`src/rtl/load_store_unit_if.sv`:
```
// Bundle of upstream handshake, memory bus and writeback signals for the load/store unit.
// Signal suffixes are from the unit's point of view; "slave" is the unit, "master" its environment.
interface load_store_unit_if;
  logic        valid_i;
  logic        ready_o;
  logic [31:0] inst_i;
  logic [31:0] addr_i;
  logic [31:0] wdata_i;

  logic        mem_req_o;
  logic        mem_we_o;
  logic [31:0] mem_addr_o;
  logic [31:0] mem_wdata_o;
  logic [3:0]  mem_wstrb_o;
  logic        mem_gnt_i;
  logic        mem_rvalid_i;
  logic [31:0] mem_rdata_i;

  logic        wb_valid_o;
  logic        wb_we_o;
  logic [4:0]  wb_rd_o;
  logic [31:0] wb_data_o;
  logic        wb_err_o;

  modport slave (
    input  valid_i, inst_i, addr_i, wdata_i, mem_gnt_i, mem_rvalid_i, mem_rdata_i,
    output ready_o, mem_req_o, mem_we_o, mem_addr_o, mem_wdata_o, mem_wstrb_o,
    output wb_valid_o, wb_we_o, wb_rd_o, wb_data_o, wb_err_o
  );

  modport master (
    output valid_i, inst_i, addr_i, wdata_i, mem_gnt_i, mem_rvalid_i, mem_rdata_i,
    input  ready_o, mem_req_o, mem_we_o, mem_addr_o, mem_wdata_o, mem_wstrb_o,
    input  wb_valid_o, wb_we_o, wb_rd_o, wb_data_o, wb_err_o
  );
endinterface

```
`src/rtl/load_store_unit.sv`:
```
// RV32I load/store stage: issues aligned memory accesses, extracts load data and flags
// misalignment, illegal funct3 and bus timeouts; other instructions pass their ALU result through.
module load_store_unit #(
  parameter int unsigned TIMEOUT = 255
) (
  input logic              clk,
  input logic              rst_n,
  load_store_unit_if.slave lsu
);

  typedef enum logic [1:0] {StIdle, StReq, StWait, StDone} state_e;

  localparam logic [15:0] CntMax = 16'(TIMEOUT - 1);

  state_e      state_q, state_d;
  logic [15:0] cnt_q, cnt_d;
  logic [31:0] addr_q, addr_d;
  logic [2:0]  f3_q, f3_d;
  logic        st_q, st_d;
  logic [4:0]  rd_q, rd_d;
  logic [3:0]  wstrb_q, wstrb_d;
  logic [31:0] mwdata_q, mwdata_d;
  logic        wb_we_q, wb_we_d;
  logic        wb_err_q, wb_err_d;
  logic [31:0] wb_data_q, wb_data_d;

  logic [6:0]  opcode;
  logic [2:0]  funct3;
  logic [4:0]  rd;
  logic        is_load, is_store, is_mem, legal_f3, misalign, mem_ok;
  logic [3:0]  lane_strb;
  logic [31:0] lane_data, rshift, load_val;
  logic        unused_inst;

  assign opcode      = lsu.inst_i[6:0];
  assign rd          = lsu.inst_i[11:7];
  assign funct3      = lsu.inst_i[14:12];
  assign unused_inst = ^lsu.inst_i[31:15];

  assign is_load  = (opcode == 7'b0000011);
  assign is_store = (opcode == 7'b0100011);
  assign is_mem   = is_load | is_store;
  assign legal_f3 = is_load ? (funct3 inside {3'b000, 3'b001, 3'b010, 3'b100, 3'b101})
                            : (funct3 inside {3'b000, 3'b001, 3'b010});
  // funct3[1:0] encodes access size for every legal load/store
  assign misalign = ((funct3[1:0] == 2'b01) && lsu.addr_i[0]) ||
                    ((funct3[1:0] == 2'b10) && (lsu.addr_i[1:0] != 2'b00));
  assign mem_ok   = is_mem && legal_f3 && !misalign;

  always_comb begin
    lane_strb = 4'b1111;
    lane_data = lsu.wdata_i;
    case (funct3[1:0])
      2'b00: begin
        lane_strb = 4'b0001 << lsu.addr_i[1:0];
        lane_data = {4{lsu.wdata_i[7:0]}};
      end
      2'b01: begin
        lane_strb = 4'b0011 << {lsu.addr_i[1], 1'b0};
        lane_data = {2{lsu.wdata_i[15:0]}};
      end
      default: ;
    endcase
  end

  assign rshift = lsu.mem_rdata_i >> {addr_q[1:0], 3'b000};

  always_comb begin
    load_val = rshift;
    case (f3_q)
      3'b000:  load_val = {{24{rshift[7]}}, rshift[7:0]};
      3'b001:  load_val = {{16{rshift[15]}}, rshift[15:0]};
      3'b100:  load_val = {24'h0, rshift[7:0]};
      3'b101:  load_val = {16'h0, rshift[15:0]};
      default: ;
    endcase
  end

  always_comb begin
    state_d   = state_q;
    cnt_d     = cnt_q;
    addr_d    = addr_q;
    f3_d      = f3_q;
    st_d      = st_q;
    rd_d      = rd_q;
    wstrb_d   = wstrb_q;
    mwdata_d  = mwdata_q;
    wb_we_d   = wb_we_q;
    wb_err_d  = wb_err_q;
    wb_data_d = wb_data_q;
    unique case (state_q)
      StIdle: begin
        if (lsu.valid_i) begin
          addr_d   = lsu.addr_i;
          f3_d     = funct3;
          st_d     = is_store;
          rd_d     = rd;
          cnt_d    = '0;
          wstrb_d  = is_store ? lane_strb : 4'b0000;
          mwdata_d = lane_data;
          if (mem_ok) begin
            state_d = StReq;
          end else begin
            // Non-memory pass-through, or a faulting load/store that never reaches the bus
            state_d   = StDone;
            wb_err_d  = is_mem;
            wb_we_d   = !is_mem && (rd != 5'd0);
            wb_data_d = lsu.addr_i;
          end
        end
      end
      StReq: begin
        cnt_d = cnt_q + 16'd1;
        if (cnt_q == CntMax) begin
          state_d   = StDone;
          wb_err_d  = 1'b1;
          wb_we_d   = 1'b0;
          wb_data_d = addr_q;
        end else if (lsu.mem_gnt_i) begin
          state_d = StWait;
        end
      end
      StWait: begin
        cnt_d = cnt_q + 16'd1;
        // A response arriving in the last allowed cycle still completes the access
        if (lsu.mem_rvalid_i) begin
          state_d   = StDone;
          wb_err_d  = 1'b0;
          wb_we_d   = !st_q && (rd_q != 5'd0);
          wb_data_d = st_q ? 32'h0 : load_val;
        end else if (cnt_q == CntMax) begin
          state_d   = StDone;
          wb_err_d  = 1'b1;
          wb_we_d   = 1'b0;
          wb_data_d = addr_q;
        end
      end
      StDone:  state_d = StIdle;
      default: state_d = StIdle;
    endcase
  end

  always_ff @(posedge clk or negedge rst_n) begin
    if (!rst_n) begin
      state_q   <= StIdle;
      cnt_q     <= '0;
      addr_q    <= '0;
      f3_q      <= '0;
      st_q      <= 1'b0;
      rd_q      <= '0;
      wstrb_q   <= '0;
      mwdata_q  <= '0;
      wb_we_q   <= 1'b0;
      wb_err_q  <= 1'b0;
      wb_data_q <= '0;
    end else begin
      state_q   <= state_d;
      cnt_q     <= cnt_d;
      addr_q    <= addr_d;
      f3_q      <= f3_d;
      st_q      <= st_d;
      rd_q      <= rd_d;
      wstrb_q   <= wstrb_d;
      mwdata_q  <= mwdata_d;
      wb_we_q   <= wb_we_d;
      wb_err_q  <= wb_err_d;
      wb_data_q <= wb_data_d;
    end
  end

  // Bus and writeback outputs are qualified by state so they read zero whenever idle
  logic in_req, in_done;
  assign in_req  = (state_q == StReq);
  assign in_done = (state_q == StDone);

  assign lsu.ready_o     = (state_q == StIdle);
  assign lsu.mem_req_o   = in_req;
  assign lsu.mem_we_o    = in_req & st_q;
  assign lsu.mem_addr_o  = in_req ? {addr_q[31:2], 2'b00} : 32'h0;
  assign lsu.mem_wdata_o = in_req ? mwdata_q : 32'h0;
  assign lsu.mem_wstrb_o = in_req ? wstrb_q : 4'b0000;

  assign lsu.wb_valid_o  = in_done;
  assign lsu.wb_we_o     = in_done & wb_we_q;
  assign lsu.wb_err_o    = in_done & wb_err_q;
  assign lsu.wb_rd_o     = in_done ? rd_q : 5'd0;
  assign lsu.wb_data_o   = in_done ? wb_data_q : 32'h0;

endmodule

```
`src/flat_wrapper.sv`:
```
// flat-port wrapper written by rule: the top's interface ports become plain ports
module load_store_unit_flat 
#(
  parameter int unsigned TIMEOUT = 255
)
  (clk, rst_n, lsu_valid_i, lsu_inst_i, lsu_addr_i, lsu_wdata_i, lsu_mem_gnt_i, lsu_mem_rvalid_i, lsu_mem_rdata_i, lsu_ready_o, lsu_mem_req_o, lsu_mem_we_o, lsu_mem_addr_o, lsu_mem_wdata_o, lsu_mem_wstrb_o, lsu_wb_valid_o, lsu_wb_we_o, lsu_wb_rd_o, lsu_wb_data_o, lsu_wb_err_o);
  load_store_unit_if lsu_i ();
  input logic clk;
  input logic rst_n;
  input wire logic [$bits(lsu_i.valid_i)-1:0] lsu_valid_i;
  input wire logic [$bits(lsu_i.inst_i)-1:0] lsu_inst_i;
  input wire logic [$bits(lsu_i.addr_i)-1:0] lsu_addr_i;
  input wire logic [$bits(lsu_i.wdata_i)-1:0] lsu_wdata_i;
  input wire logic [$bits(lsu_i.mem_gnt_i)-1:0] lsu_mem_gnt_i;
  input wire logic [$bits(lsu_i.mem_rvalid_i)-1:0] lsu_mem_rvalid_i;
  input wire logic [$bits(lsu_i.mem_rdata_i)-1:0] lsu_mem_rdata_i;
  output wire logic [$bits(lsu_i.ready_o)-1:0] lsu_ready_o;
  output wire logic [$bits(lsu_i.mem_req_o)-1:0] lsu_mem_req_o;
  output wire logic [$bits(lsu_i.mem_we_o)-1:0] lsu_mem_we_o;
  output wire logic [$bits(lsu_i.mem_addr_o)-1:0] lsu_mem_addr_o;
  output wire logic [$bits(lsu_i.mem_wdata_o)-1:0] lsu_mem_wdata_o;
  output wire logic [$bits(lsu_i.mem_wstrb_o)-1:0] lsu_mem_wstrb_o;
  output wire logic [$bits(lsu_i.wb_valid_o)-1:0] lsu_wb_valid_o;
  output wire logic [$bits(lsu_i.wb_we_o)-1:0] lsu_wb_we_o;
  output wire logic [$bits(lsu_i.wb_rd_o)-1:0] lsu_wb_rd_o;
  output wire logic [$bits(lsu_i.wb_data_o)-1:0] lsu_wb_data_o;
  output wire logic [$bits(lsu_i.wb_err_o)-1:0] lsu_wb_err_o;
  assign lsu_i.valid_i = lsu_valid_i;
  assign lsu_i.inst_i = lsu_inst_i;
  assign lsu_i.addr_i = lsu_addr_i;
  assign lsu_i.wdata_i = lsu_wdata_i;
  assign lsu_i.mem_gnt_i = lsu_mem_gnt_i;
  assign lsu_i.mem_rvalid_i = lsu_mem_rvalid_i;
  assign lsu_i.mem_rdata_i = lsu_mem_rdata_i;
  assign lsu_ready_o = lsu_i.ready_o;
  assign lsu_mem_req_o = lsu_i.mem_req_o;
  assign lsu_mem_we_o = lsu_i.mem_we_o;
  assign lsu_mem_addr_o = lsu_i.mem_addr_o;
  assign lsu_mem_wdata_o = lsu_i.mem_wdata_o;
  assign lsu_mem_wstrb_o = lsu_i.mem_wstrb_o;
  assign lsu_wb_valid_o = lsu_i.wb_valid_o;
  assign lsu_wb_we_o = lsu_i.wb_we_o;
  assign lsu_wb_rd_o = lsu_i.wb_rd_o;
  assign lsu_wb_data_o = lsu_i.wb_data_o;
  assign lsu_wb_err_o = lsu_i.wb_err_o;
  load_store_unit #(.TIMEOUT(TIMEOUT)) u_core (.clk(clk), .rst_n(rst_n), .lsu(lsu_i));
endmodule
```
`config.mk`:
```
export PLATFORM = sky130hd
export DESIGN_NAME = load_store_unit_flat
export DESIGN_NICKNAME = d
export VERILOG_FILES = /design/src/rtl/load_store_unit_if.sv /design/src/rtl/load_store_unit.sv /design/src/flat_wrapper.sv
export SDC_FILE = /design/constraint.sdc
export NUM_CORES = 1
export LEC_CHECK = 0
export BUFFER_PORTS_ARGS = -buffer_cell sky130_fd_sc_hd__buf_2
export CORE_ASPECT_RATIO = 1.2
export CORE_UTILIZATION = 55
export CTS_CLUSTER_DIAMETER = 60
export DETAILED_ROUTE_END_ITERATION = 6
export PLACE_DENSITY = 0.95
export SLEW_MARGIN = 25
export SYNTH_ARGS = -nofsm -noshare
export SYNTH_HDL_FRONTEND = slang
export SYNTH_SLANG_ARGS = --single-unit
```
`constraint.sdc`:
```
create_clock -name clk -period 3.56 [get_ports clk]
set_input_delay 0.534 -clock clk [delete_from_list [all_inputs] [get_ports clk]]
set_output_delay 0.534 -clock clk [all_outputs]
set_load 0.02 [all_outputs]
```
### Word-level counts from Yosys, hierarchy flattened

Index checks and enable logic that the tools add are counted.

| word-level totals | value |
|---|---|
| bits in registers | 129 |
| input bits | 133 |
| output and inout port bits | 111 |
| word-level logic and storage cells | 99 |

| operators by class | value |
|---|---|
| add/subtract/negate cells | 1 |
| equal/unequal tests | 19 |
| shifts and indexed selects | 3 |
| multiplexer cells | 35 |
| bitwise logic cells | 4 |
| reductions and logical operators | 26 |

Operator list:

| operator | number |
|---|---|
| 2-to-1 mux 32 bit | 8 |
| one-hot mux 32 bit (4 select lines) | 1 |
| one-hot mux 32 bit (3 select lines) | 1 |
| one-hot mux 32 bit (2 select lines) | 1 |
| one-hot mux 16 bit (2 select lines) | 1 |
| right shift 32 x 5 -> 32 bit | 1 |
| adder 16 x 1 -> 16 bit (second input constant) | 1 |
| == test 16 x 8 -> 1 bit (second input constant) | 1 |
| 2-to-1 mux 16 bit | 1 |
| nonzero test 5 bit | 3 |
| == test 3 bit (second input constant) | 4 |
| 2-to-1 mux 2 bit | 6 |
| 2-to-1 mux 1 bit | 9 |
| 2-to-1 mux 4 bit | 2 |
| one-hot mux 2 bit (4 select lines) | 1 |
| one-hot mux 4 bit (2 select lines) | 1 |
| == test 7 x 2 -> 1 bit (second input constant) | 1 |
| == test 7 x 6 -> 1 bit (second input constant) | 1 |
| == test 2 bit (second input constant) | 3 |
| == test 3 x 1 -> 1 bit (second input constant) | 2 |
| logical AND 1 bit | 6 |
| zero test 3 bit | 2 |
| one-hot mux 1 bit (3 select lines) | 2 |
| AND reduction 3 bit | 2 |
| 17 further kinds | 27 |

### Depth between registers and ports, before layout

Gate-level depths: netlist of the first run.

| logic depth | value |
|---|---|
| word-level depth | 8 |
| depth in mapped cells | 10 |
| mapped depth without buffers | 7 |

### Worst setup path before layout of the first run

Ideal clock, no wire load.

| timing path | value |
|---|---|
| path kind | register -> register |
| start point | register u_core.state_q[0] |
| end point | register u_core.cnt_q[12] |
| library setup time | 0.132 ns |
| arrival time | 1.923 ns |
| data required time | 3.428 ns |
| path slack | 1.506 ns |
| stages on the path, launching flop included | 9 |
| path buffers | 1 |
| clock period less this slack | 2.054 ns |
| cell sequence | dfrtp_1 > inv_1 > ha_1 > mux2_2 > and4_1 > buf_2 > nand4_1 > xor2_1 > nor2_1 |

| between the ends | value |
|---|---|
| elaborated cells on any way between the ends | 8 |
| those cells by class | eq/ne: 3; mux: 1; reduce/logical: 4 |

RTL lines:

| element | RTL line | text |
|---|---|---|
| start: declaration | load_store_unit.sv:15 | `state_e state_q, state_d;` |
| start signal: assignment | load_store_unit.sv:145 | `state_q <= StIdle;` |
| start signal: assignment | load_store_unit.sv:157 | `state_q <= state_d;` |
| zero test 2 bit * | n/a |  |
| net lsu_ready_o | flat_wrapper.sv:17 | `output wire logic [$bits(lsu_i.ready_o)-1:0] lsu_ready_o;` |
| != test 2 bit (no source line) or nonzero test 2 bit (tied branches) | n/a |  |
| AND reduction 2 bit (no source line) | n/a |  |
| end signal: assignment | load_store_unit.sv:158 | `cnt_q <= cnt_d;` |
| end: declaration | load_store_unit.sv:16 | `logic [15:0] cnt_q, cnt_d;` |

The timed path passes the listed nets; every way through them passes the cells marked *.
A chain may end at the register's enable or synchronous reset.

### Worst setup path in the final report of the first run

| timing path | value |
|---|---|
| start point | register u_core.state_q[0] |
| end point | output port lsu_wb_data_o[1] |

| between the ends | value |
|---|---|
| word-level cells in the longest chain between the ends | 2 |

Ends and longest elaborated chain:

| element | RTL line | text |
|---|---|---|
| == test 2 bit | load_store_unit.sv:174 | `assign in_done = (state_q == StDone);` |
| 2-to-1 mux 32 bit | load_store_unit.sv:187 | `assign lsu.wb_data_o = in_done ? wb_data_q : 32'h0;` |
| end: declaration | flat_wrapper.sv:26 | `output wire logic [$bits(lsu_i.wb_data_o)-1:0] lsu_wb_data_o;` |

No other way between the ends.

==> flow_metrics.py, run 1 <==
metrics = {
    "final_layout": {
        "drive_above_1_share_pct": 28.8,
        "nets": 1159,
        "final_common_cell": "buf_2",
        "final_cell_area_um2": 9570,
        "syn_to_final_growth_pct": 23.4,
        "fin_cells": 1205,
        "layout_common_cells": "223 x buf_2, 129 x dfrtp_1, 109 x and2_1",
        "fill_cells": 1038,
    },
    "grt": {
        "antenna_found_initial": 1,
        "grt_pass1_vias": 7356,
        "grt_overflow": 0,
        "grt_max_degree": 78,
        "grt_pass1_wl_mm": 37.2,
        "track_usage_pct": 31.9,
    },
    "synthesis": {
        "yosys.cell_types.count": 56,
        "syn_inst": 826,
        "synth-simple-area-share_pct": 21.6,
        "ys.flop_type": "dfrtp_1",
        "synthArstFlopShare_pct": 100,
        "synth_seq_cells": 129,
        "synthAdderAreaFrac_pct": 0.968,
        "yosys_warnings": 0,
        "synth_enable_flop_cells": 0,
        "synth_xor_area_share_pct": 1.13,
        "syn-cell-area_um2": 7760,
        "avgSynthCellArea_um2": 9.39,
        "muxShareOfSynthArea_pct": 15.9,
        "seq_area_frac_synth_pct": 41.6,
        "synth_top_family_by_area": "simple AND/OR/NAND/NOR gates",
        "synth_compound_area_share_pct": 14.4,
    },
    "setup_path": {
        "arrival_ns": 2.26,
        "r2r_slack_ns": 0.95,
        "critPathMaxFanout": 25,
        "startpoint": "u_core.state_q[0]",
        "worstPathRequired_ns": 3.03,
        "critPathLaunchType": "register",
        "worst_setup_path_end_kind": "primary output",
        "r2r-start": "u_core.state_q[0]",
        "reg2reg_depth": 8,
        "critPathKind": "reg2out",
    },
    "floorplanning": {
        "die_h_um": 132,
        "core_area_um2": 13800,
        "num_rows": 47,
        "io_pins": 244,
        "die-area_um2": 14600,
        "initial_core_util_pct": 56.4,
        "die_w_um": 110,
    },
    "sta": {
        "finalMaxSlewViolations": 0,
        "period_share_pct": 78.5,
        "finalSetupTns_ns": 0,
        "final.min_clock_period_ns": 2.79,
        "finClkSkew_ns": 0.00821,
        "setup_violations": 0,
        "rsz0062_at_grt": "false",
        "relSlewSlack_pct": 38.6,
        "hold_violations": 0,
        "fmax_ghz": 0.358,
        "worst_pin_slew_ns": 0.917,
    },
    "place": {
        "dp_hpwl_mm": 15.9,
        "dp.cells": 1172,
        "postPlaceCellArea_um2": 8940,
        "gp_congestion": 0.911,
        "io_buffer_count": 224,
    },
    "power": {
        "seqPwrFrac_pct": 29.0,
        "p_comb_share_pct": 50.5,
        "ir_worst_vdd_v": 0.000675,
        "p_clk_share_pct": 20.5,
        "leakage_nw": 4.80,
        "power_mw": 9.03,
        "intPower_mw": 5.03,
        "powerDensity_nw_per_um2": 944,
        "p_sw_share_pct": 44.3,
        "switching_power_mw": 4.00,
    },
    "clock_tree": {
        "holdBufCountCts": 0,
        "clkLatencyLatePin_ns": 0.42,
        "htreeDepth": 4,
        "tritoncts": "built",
        "clk_path_buf_depth": 2,
        "cts_made_buffers": 17,
        "clk_pin_slew_ns": 0.06,
        "clock-root-buffer": "clkbuf_16",
        "cts-resized-gates": 0,
        "clock_sinks": 129,
        "cts_setup_buffers": 0,
    },
    "detailed_routing": {
        "avgViaCountPerCell": 6.02,
        "drc": 0,
        "drt-pass1-iter-count": 5,
        "vias": 7251,
        "wl_met2_mm": 11.0,
        "drt-initial-drc-count": 699,
        "ant_nets": 0,
        "wl_met3_mm": 2.02,
        "m1WireLength_mm": 8.66,
        "drt-wirelength-per-cell_um": 19.0,
        "drt-total-wl_mm": 22.9,
        "top_layer": "met4",
    },
    "run": {
        "maxCapViolations": 0,
    },
    "run_status": {
        "status": "complete, no violations",
    },
    "hold_path": {
        "hp-class": "in2async",
    },
}
==> kinds of logic after synthesis <==
| kind of cell | count (synthesis) |
|---|---|
| XOR/XNOR | 10 |
| flip-flops | 129 |
| AND/OR/NAND/NOR | 312 |
| adder cells (fa/ha/maj) | 6 |
| other | 1 |
| AO/OA/AOI/OAI | 178 |
| multiplexers | 115 |
| buffers and inverters | 75 |
==> cell usage after synthesis, types with 3 or more instances <==
library cell	instances	area [um2]
o22ai_1	3	18.8
o21ai_0	51	255
inv_1	10	37.5
xnor2_1	3	26.3
o221a_2	3	33.8
a21oi_1	29	145
xor2_1	7	61.3
and2_1	109	682
dfrtp_1	129	3230
a2111oi_1	6	60.1
mux2_2	14	158
nand3_1	4	20.0
nor2_1	59	221
a211oi_1	9	67.6
buf_4	5	37.5
nor3b_1	15	113
a2bb2oi_1	8	70.1
o21ai_1	38	190
ha_1	6	75.1
a2111oi_0	7	61.3
nand4_1	5	31.3
clkbuf_1	40	150
o211ai_1	9	67.6
nand2_1	70	263
a22o_1	3	26.3
nor3_1	11	55.1
and3_1	19	119
or3_1	4	25.0
buf_2	14	70.1
nand2b_1	3	18.8
mux2i_1	58	581
buf_1	3	11.3
mux2_1	42	473
nand3b_1	3	22.5
==> final timing paths <==
check,endpoint
max reg2reg,u_core.wb_data_q[10]
max in group asynchronous,u_core.wstrb_q[2]
min,u_core.addr_q[28]
min reg2reg,u_core.wstrb_q[2]
max,lsu_wb_data_o[1]
min in group clk,u_core.addr_q[31]
==> worst max-delay path, stage by stage (launching register included) <==
cell and delay (ns):
dfrtp_1 0.42, ha_1 0.72, buf_4 0.33, and2_1 0.20, buf_2 0.18
==> power by group through the flow <==
stage | Clock [mW] | Sequential, mW | Combinational (mW)
after floorplan | 0 | 2.45 | 3.38
after global placement | 0 | 2.57 | 4.32
after detailed placement | 0 | 2.62 | 4.50
after CTS | 1.86 | 2.60 | 4.52
after global routing | 1.93 | 2.70 | 4.95
final | 1.85 | 2.62 | 4.56
==> routing by layer <==
metal	global-route usage (%)	up-vias
met3	8.74	105
met4	16.6	0
met5	0	-
li1	-	3303
met2	53.0	402
met1	37.9	3441
==> cell type report <==
| class | count | area [um2] | area share [%] |
|---|---|---|---|
| Tap cell | 171 | 214 | 2.24 |
| Clock buffer | 17 | 425 | 4.45 |
| Antenna cell | 1 | 2.50 | 0.0262 |
| Inverter | 11 | 41.3 | 0.431 |
| Multi-Input combinational cell | 623 | 4220 | 44.1 |
| Clock inverter | 15 | 198 | 2.07 |
| Sequential cell | 129 | 3230 | 33.7 |
| Timing Repair Buffer | 238 | 1240 | 13.0 |
==> sequential cells by signal, indices dropped and copies added, names as in the netlist <==
register / count
u_core.wstrb_q: 4
u_core.state_q: 2
u_core.addr_q: 32
u_core.wb_data_q: 32
u_core.st_q: 1
u_core.wb_we_q: 1
u_core.f3_q: 3
u_core.wb_err_q: 1
u_core.mwdata_q: 32
u_core.cnt_q: 16
u_core.rd_q: 5
==> metrics by stage <==
stage          util (%)  setup WS, ns  hold WS, ns
6_report           69.5         0.766        0.172
2_1_floorplan         -          1.51        0.238
4_1_cts            69.5         0.783        0.189
3_5_place_dp       65.0         0.960        0.463
5_1_grt            69.5         0.605        0.207
3_3_place_gp       65.0          1.07        0.453
(Power assumes the default switching activity.)
==> inputs of run 2 (changes only) <==
Settings changed: CORE_UTILIZATION 55 to 52, PLACE_DENSITY 0.95 to 0.91.
Clock period 3.56 ns to 2.8 ns, I/O delays scaled along.
==> flow_metrics.py, run 2 (same netlist as run 1, synthesis figures left out) <==
metrics = {
    "run_status": {
        "status": "complete, no violations",
    },
    "clock_tree": {
        "holdBufCountCts": 0,
        "tritoncts": "built",
        "clk_path_buf_depth": 2,
        "clkLatencyLatePin_ns": 0.43,
        "cts_made_buffers": 17,
        "clock-root-buffer": "clkbuf_16",
        "cts-resized-gates": 0,
        "clock_sinks": 129,
        "clk_pin_slew_ns": 0.06,
        "cts_setup_buffers": 0,
        "htreeDepth": 4,
    },
    "floorplanning": {
        "num_rows": 48,
        "die-area_um2": 15400,
        "die_w_um": 113,
        "core_area_um2": 14500,
        "io_pins": 244,
        "die_h_um": 136,
        "initial_core_util_pct": 53.6,
    },
    "grt": {
        "grt_pass1_wl_mm": 36.7,
        "grt_max_degree": 69,
        "gr-usage-met1_pct": 37.1,
        "grt_pass1_vias": 7362,
        "grt_use_met2_pct": 50.1,
        "met3_usage_pct": 7.79,
        "track_usage_pct": 30.8,
        "antenna_found_initial": 0,
        "busiest_layer": "met2",
        "grt_overflow": 0,
    },
    "setup_path": {
        "critPathKind": "reg2reg",
        "critPathMaxFanout": 19,
        "r2r-start": "u_core.state_q[0]",
        "worstPathRequired_ns": 3.11,
        "r2r_end": "u_core.wb_data_q[7]",
        "worst_setup_path_end_kind": "register",
        "startpoint": "u_core.state_q[0]",
        "critPathLaunchType": "register",
        "r2r_slack_ns": 0.19,
        "crit_end": "u_core.wb_data_q[7]",
        "arrival_ns": 2.92,
        "reg2reg_depth": 8,
    },
    "final_layout": {
        "fin_cells": 1245,
        "num_antenna_cells": 0,
        "syn_to_final_growth_pct": 24.6,
        "layout_common_cells": "223 x buf_2, 129 x dfrtp_1, 109 x and2_1",
        "reg_top3": "u_core.addr_q x32, u_core.mwdata_q x32, u_core.wb_data_q x32",
        "fill_cells": 1141,
        "nets": 1171,
        "final_util_pct": 66.8,
        "drive_above_1_share_pct": 29.4,
        "final_common_cell": "buf_2",
    },
    "detailed_routing": {
        "avgViaCountPerCell": 5.88,
        "drt-total-wl_mm": 22.8,
        "drt-pass1-iter-count": 5,
        "ant_nets": 0,
        "drt-initial-drc-count": 556,
        "drt-wirelength-per-cell_um": 18.3,
        "drc": 0,
        "vias": 7323,
    },
    "sta": {
        "worst_pin_slew_ns": 0.944,
        "finClkSkew_ns": 0.00692,
        "period_share_pct": 93.2,
        "relSlewSlack_pct": 37.1,
        "finalSetupTns_ns": 0,
        "finalMaxSlewViolations": 0,
        "fmax_ghz": 0.383,
        "rsz0062_at_grt": "false",
        "hold_violations": 0,
        "setup_violations": 0,
        "final.min_clock_period_ns": 2.61,
    },
    "power": {
        "switching_power_mw": 5.05,
        "powerDensity_nw_per_um2": 1190,
        "seqPwrFrac_pct": 29.1,
        "power_mw": 11.5,
        "leakage_nw": 4.84,
        "ir_worst_vdd_v": 0.000649,
        "p_comb_share_pct": 51.5,
        "p_clk_share_pct": 19.4,
        "intPower_mw": 6.44,
        "p_sw_share_pct": 43.9,
    },
    "place": {
        "dp.cells": 1213,
        "gp_congestion": 0.906,
        "io_buffer_count": 224,
        "dp_hpwl_mm": 16.0,
    },
    "hold_path": {
        "hp-class": "in2async",
    },
    "run": {
        "maxCapViolations": 0,
    },
}
[run 2: cell types whose count changed in the layout (fill, tap and decap cells not counted), sizes merged]
cell      delta
clkinvlp     +2
buf         +12
diode        -1
bufinv       -1
inv          -7
clkbuf       +6
[run 2: final cells by class]
| type | count | area, um2 | area share [%] |
|---|---|---|---|
| Tap cell | 200 | 250 | 2.59 |
| Timing Repair Buffer | 250 | 1330 | 13.8 |
| Sequential cell | 129 | 3230 | 33.4 |
| Multi-Input combinational cell | 623 | 4220 | 43.7 |
| Clock inverter | 9 | 105 | 1.09 |
| Inverter | 11 | 41.3 | 0.427 |
| Clock buffer | 23 | 488 | 5.05 |
[run 2: routing by layer]
layer,routed length (um),part of all wire (%),up-vias
met5,0,0,-
met4,950,4.2,0
met3,1660,7.3,90
met2,11200,49,352
met1,8960,39,3550
li1,-,-,3331
[run 2: worst min path at each step]
stage | to | slack, ns | cells after the start
after floorplan | u_core.addr_q[0] | 0.12 | 0
after global placement | u_core.mwdata_q[24] | 0.45 | 2
after detailed placement | u_core.mwdata_q[24] | 0.46 | 2
after CTS | u_core.addr_q[28] | 0.06 | 1
after global routing | u_core.addr_q[29] | 0.09 | 1
final | u_core.addr_q[29] | 0.04 | 1
[run 2: through the flow]
step / hold WS, ns / worst slack (ns) / instance area [um2]
floorplan: 0.124 / 0.746 / 7760
global placement: 0.454 / 0.232 / 9070
detailed placement: 0.462 / 0.178 / 9070
CTS: 0.0575 / 0.197 / 9660
global route: 0.0929 / 0.0464 / 9660
finish: 0.0445 / 0.190 / 9660
[run 2: power by group through the flow]
stage,clock network [mW],registers [mW],logic [mW]
4_1_cts,2.26,3.32,5.88
3_3_place_gp,0,3.28,5.63
3_5_place_dp,0,3.34,5.83
6_report,2.23,3.35,5.91
5_1_grt,2.33,3.44,6.46
2_1_floorplan,0,3.11,4.29
[run 2: critical path, stage by stage (launching register included)]
cell and delay (ns):
dfrtp_1 0.42, inv_1 0.09, ha_1 0.34, inv_2 0.11, o21ai_1 0.13, o31ai_4 0.84
buf_4 0.31, nor2_1 0.06, a22o_1 0.20
==> inputs of run 3 (changes only) <==
--- a/config.mk
+++ b/config.mk
@@ -7,9 +7,10 @@
 export LEC_CHECK = 0
 export BUFFER_PORTS_ARGS = -buffer_cell sky130_fd_sc_hd__buf_2
+export CAP_MARGIN = 25
 export CORE_ASPECT_RATIO = 1.2
 export CORE_UTILIZATION = 52
 export CTS_CLUSTER_DIAMETER = 60
 export DETAILED_ROUTE_END_ITERATION = 6
-export PLACE_DENSITY = 0.91
+export PLACE_DENSITY = 0.82
 export SLEW_MARGIN = 25
 export SYNTH_ARGS = -nofsm -noshare
==> constraint.sdc (replaced) <==
create_clock -name clk -period 2.8 [get_ports clk]
set_input_delay 0.42 -clock clk [delete_from_list [all_inputs] [get_ports clk]]
set_output_delay 0.42 -clock clk [all_outputs]
set_load 0.01 [all_outputs]
==> flow_metrics.py, run 3 (same netlist as run 1, synthesis figures left out) <==
metrics = {
    "grt": {
        "grt_pass1_vias": 7123,
        "track_usage_pct": 30.1,
        "grt_use_met2_pct": 50.7,
        "grt_pass1_wl_mm": 35.9,
        "met3_usage_pct": 7.38,
        "antenna_found_initial": 3,
        "grt_max_degree": 69,
        "gr-usage-met1_pct": 37.3,
        "busiest_layer": "met2",
        "grt_overflow": 0,
    },
    "clock_tree": {
        "cts-resized-gates": 0,
        "clk_path_buf_depth": 2,
        "cts_made_buffers": 17,
        "clock-root-buffer": "clkbuf_16",
        "tritoncts": "built",
        "clock_sinks": 129,
        "clk_pin_slew_ns": 0.06,
        "htreeDepth": 4,
        "clkLatencyLatePin_ns": 0.42,
    },
    "detailed_routing": {
        "vias": 7246,
        "avgViaCountPerCell": 5.85,
        "drt-wirelength-per-cell_um": 18.4,
        "drt-initial-drc-count": 579,
        "drt-total-wl_mm": 22.8,
        "drc": 0,
        "drt-pass1-iter-count": 5,
        "ant_nets": 0,
    },
    "final_layout": {
        "syn_to_final_growth_pct": 23.9,
        "final_common_cell": "buf_2",
        "drive_above_1_share_pct": 28.6,
        "final_cell_area_um2": 9610,
        "reg_top3": "u_core.addr_q x32, u_core.mwdata_q x32, u_core.wb_data_q x32",
        "layout_common_cells": "223 x buf_2, 129 x dfrtp_1, 109 x and2_1",
        "nets": 1166,
    },
    "run": {
        "maxCapViolations": 0,
    },
    "floorplanning": {
        "die_w_um": 113,
        "num_rows": 48,
        "die_h_um": 136,
        "die-area_um2": 15400,
        "core_area_um2": 14500,
        "io_pins": 244,
        "initial_core_util_pct": 53.6,
    },
    "power": {
        "p_clk_share_pct": 18.4,
        "intPower_mw": 6.28,
        "seqPwrFrac_pct": 30.7,
        "switching_power_mw": 4.62,
        "powerDensity_nw_per_um2": 1130,
        "p_sw_share_pct": 42.4,
        "p_comb_share_pct": 51.0,
        "ir_worst_vdd_v": 0.000655,
        "leakage_nw": 4.81,
    },
    "setup_path": {
        "critPathMaxFanout": 16,
        "r2r_end": "u_core.wb_data_q[19]",
        "path_cells": "inv_1, ha_1, nand3b_1, nor3_1, a41o_1, a2111oi_0, o21ai_1",
        "reg2reg_depth": 7,
        "critPathSlowestCell": "a2111oi_0",
        "worstPathRequired_ns": 3.09,
        "critPathLaunchType": "register",
        "r2r-start": "u_core.state_q[0]",
        "arrival_ns": 2.76,
        "worst_setup_path_end_kind": "register",
        "r2r_slack_ns": 0.33,
        "critPathKind": "reg2reg",
        "slowest_delay_ns": 0.53,
    },
    "place": {
        "dp_hpwl_mm": 16.0,
        "postPlaceCellArea_um2": 9080,
        "io_buffer_count": 224,
        "gp_congestion": 0.878,
    },
    "sta": {
        "period_share_pct": 88.3,
        "finClkSkew_ns": 0.00829,
        "final.min_clock_period_ns": 2.47,
        "setup_violations": 0,
        "hold_violations": 0,
        "finalSetupTns_ns": 0,
        "worst_pin_slew_ns": 0.786,
        "fmax_ghz": 0.405,
        "finalMaxSlewViolations": 0,
        "relSlewSlack_pct": 47.3,
        "rsz0062_at_grt": "false",
    },
    "run_status": {
        "status": "complete, no violations",
    },
    "hold_path": {
        "hp-start": "lsu_addr_i[30]",
        "min_delay_worst_endpoint": "u_core.addr_q[30]",
        "hp-class": "in2reg",
        "hold_path_depth": 2,
    },
}
==> run 3: cell count changes in the layout (fill, tap and decap cells not counted), moves of 2 or more <==
| cell | before | now |
|---|---|---|
| clkinv_2 | 3 | 5 |
| buf_4 | 26 | 16 |
| clkbuf_1 | 2 | 5 |
| clkbuf_8 | 4 | 1 |
| clkinvlp_4 | 4 | 1 |
| buf_12 | 1 | 5 |
==> run 3: per-layer routing <==
layer	routed length [um]	share of wire, %	vias to the layer above
met5	23	0.10	-
li1	-	-	3307
met4	700	3.1	4
met2	11200	49	368
met3	1720	7.5	69
met1	9160	40	3498
==> run 3: worst max path at each step <==
stage	endpoint	startpoint	slack [ns]	cells past startpoint
after floorplan	u_core.cnt_q[12]	u_core.state_q[0]	0.82	8
after global placement	u_core.wb_data_q[31]	u_core.state_q[0]	0.50	7
after detailed placement	u_core.wb_data_q[19]	u_core.state_q[0]	0.38	7
after CTS	u_core.wb_data_q[19]	u_core.state_q[0]	0.33	7
after global routing	u_core.wb_data_q[24]	u_core.state_q[0]	0.12	7
final	u_core.wb_data_q[19]	u_core.state_q[0]	0.33	7
==> run 3: critical path: cells and delay by family (launching register included) <==
kind / cells / cell delay [ns]
flops: 1 / 0.41
fa+ha+maj: 1 / 0.23
buf+inv: 1 / 0.09
compound gates: 3 / 1.14
simple gates: 2 / 0.45
==> run 3: what timing repair did <==
action	in CTS	in global routing
setup buffers	0	0
hold buffers	1	0
hold endpoints to repair	3	0
==> run 3: layout make-up <==
type,instances,area (um2)
fill,1161,4860
multi-input combinational,623,4220
sequential,129,3230
timing repair buffer,245,1350
clock buffer,23,458
tap,200,250
clock inverter,7,62.6
inverter,11,41.3
antenna,1,2.50
==> run 3: stage by stage <==
step,worst slack (ns),cells,hold slack (ns),power (mW),util [%]
after CTS,0.330,1238,0.224,10.9,66.4
after global routing,0.123,1239,0.225,11.6,66.4
final,0.328,1239,0.227,10.9,66.4
after global placement,0.501,1207,0.434,8.62,62.7
after detailed placement,0.380,1207,0.438,8.82,62.7
after floorplan,0.820,827,0.124,7.07,-
==> run 3: power groups by stage <==
stage                     sequential (mW)  combinational, mW  clock (mW)
after floorplan                      3.11               3.96           0
after global placement               3.30               5.32           0
after detailed placement             3.33               5.49           0
after CTS                            3.32               5.52        2.01
after global routing                 3.42               6.06        2.11
final                                3.35               5.56        2.00
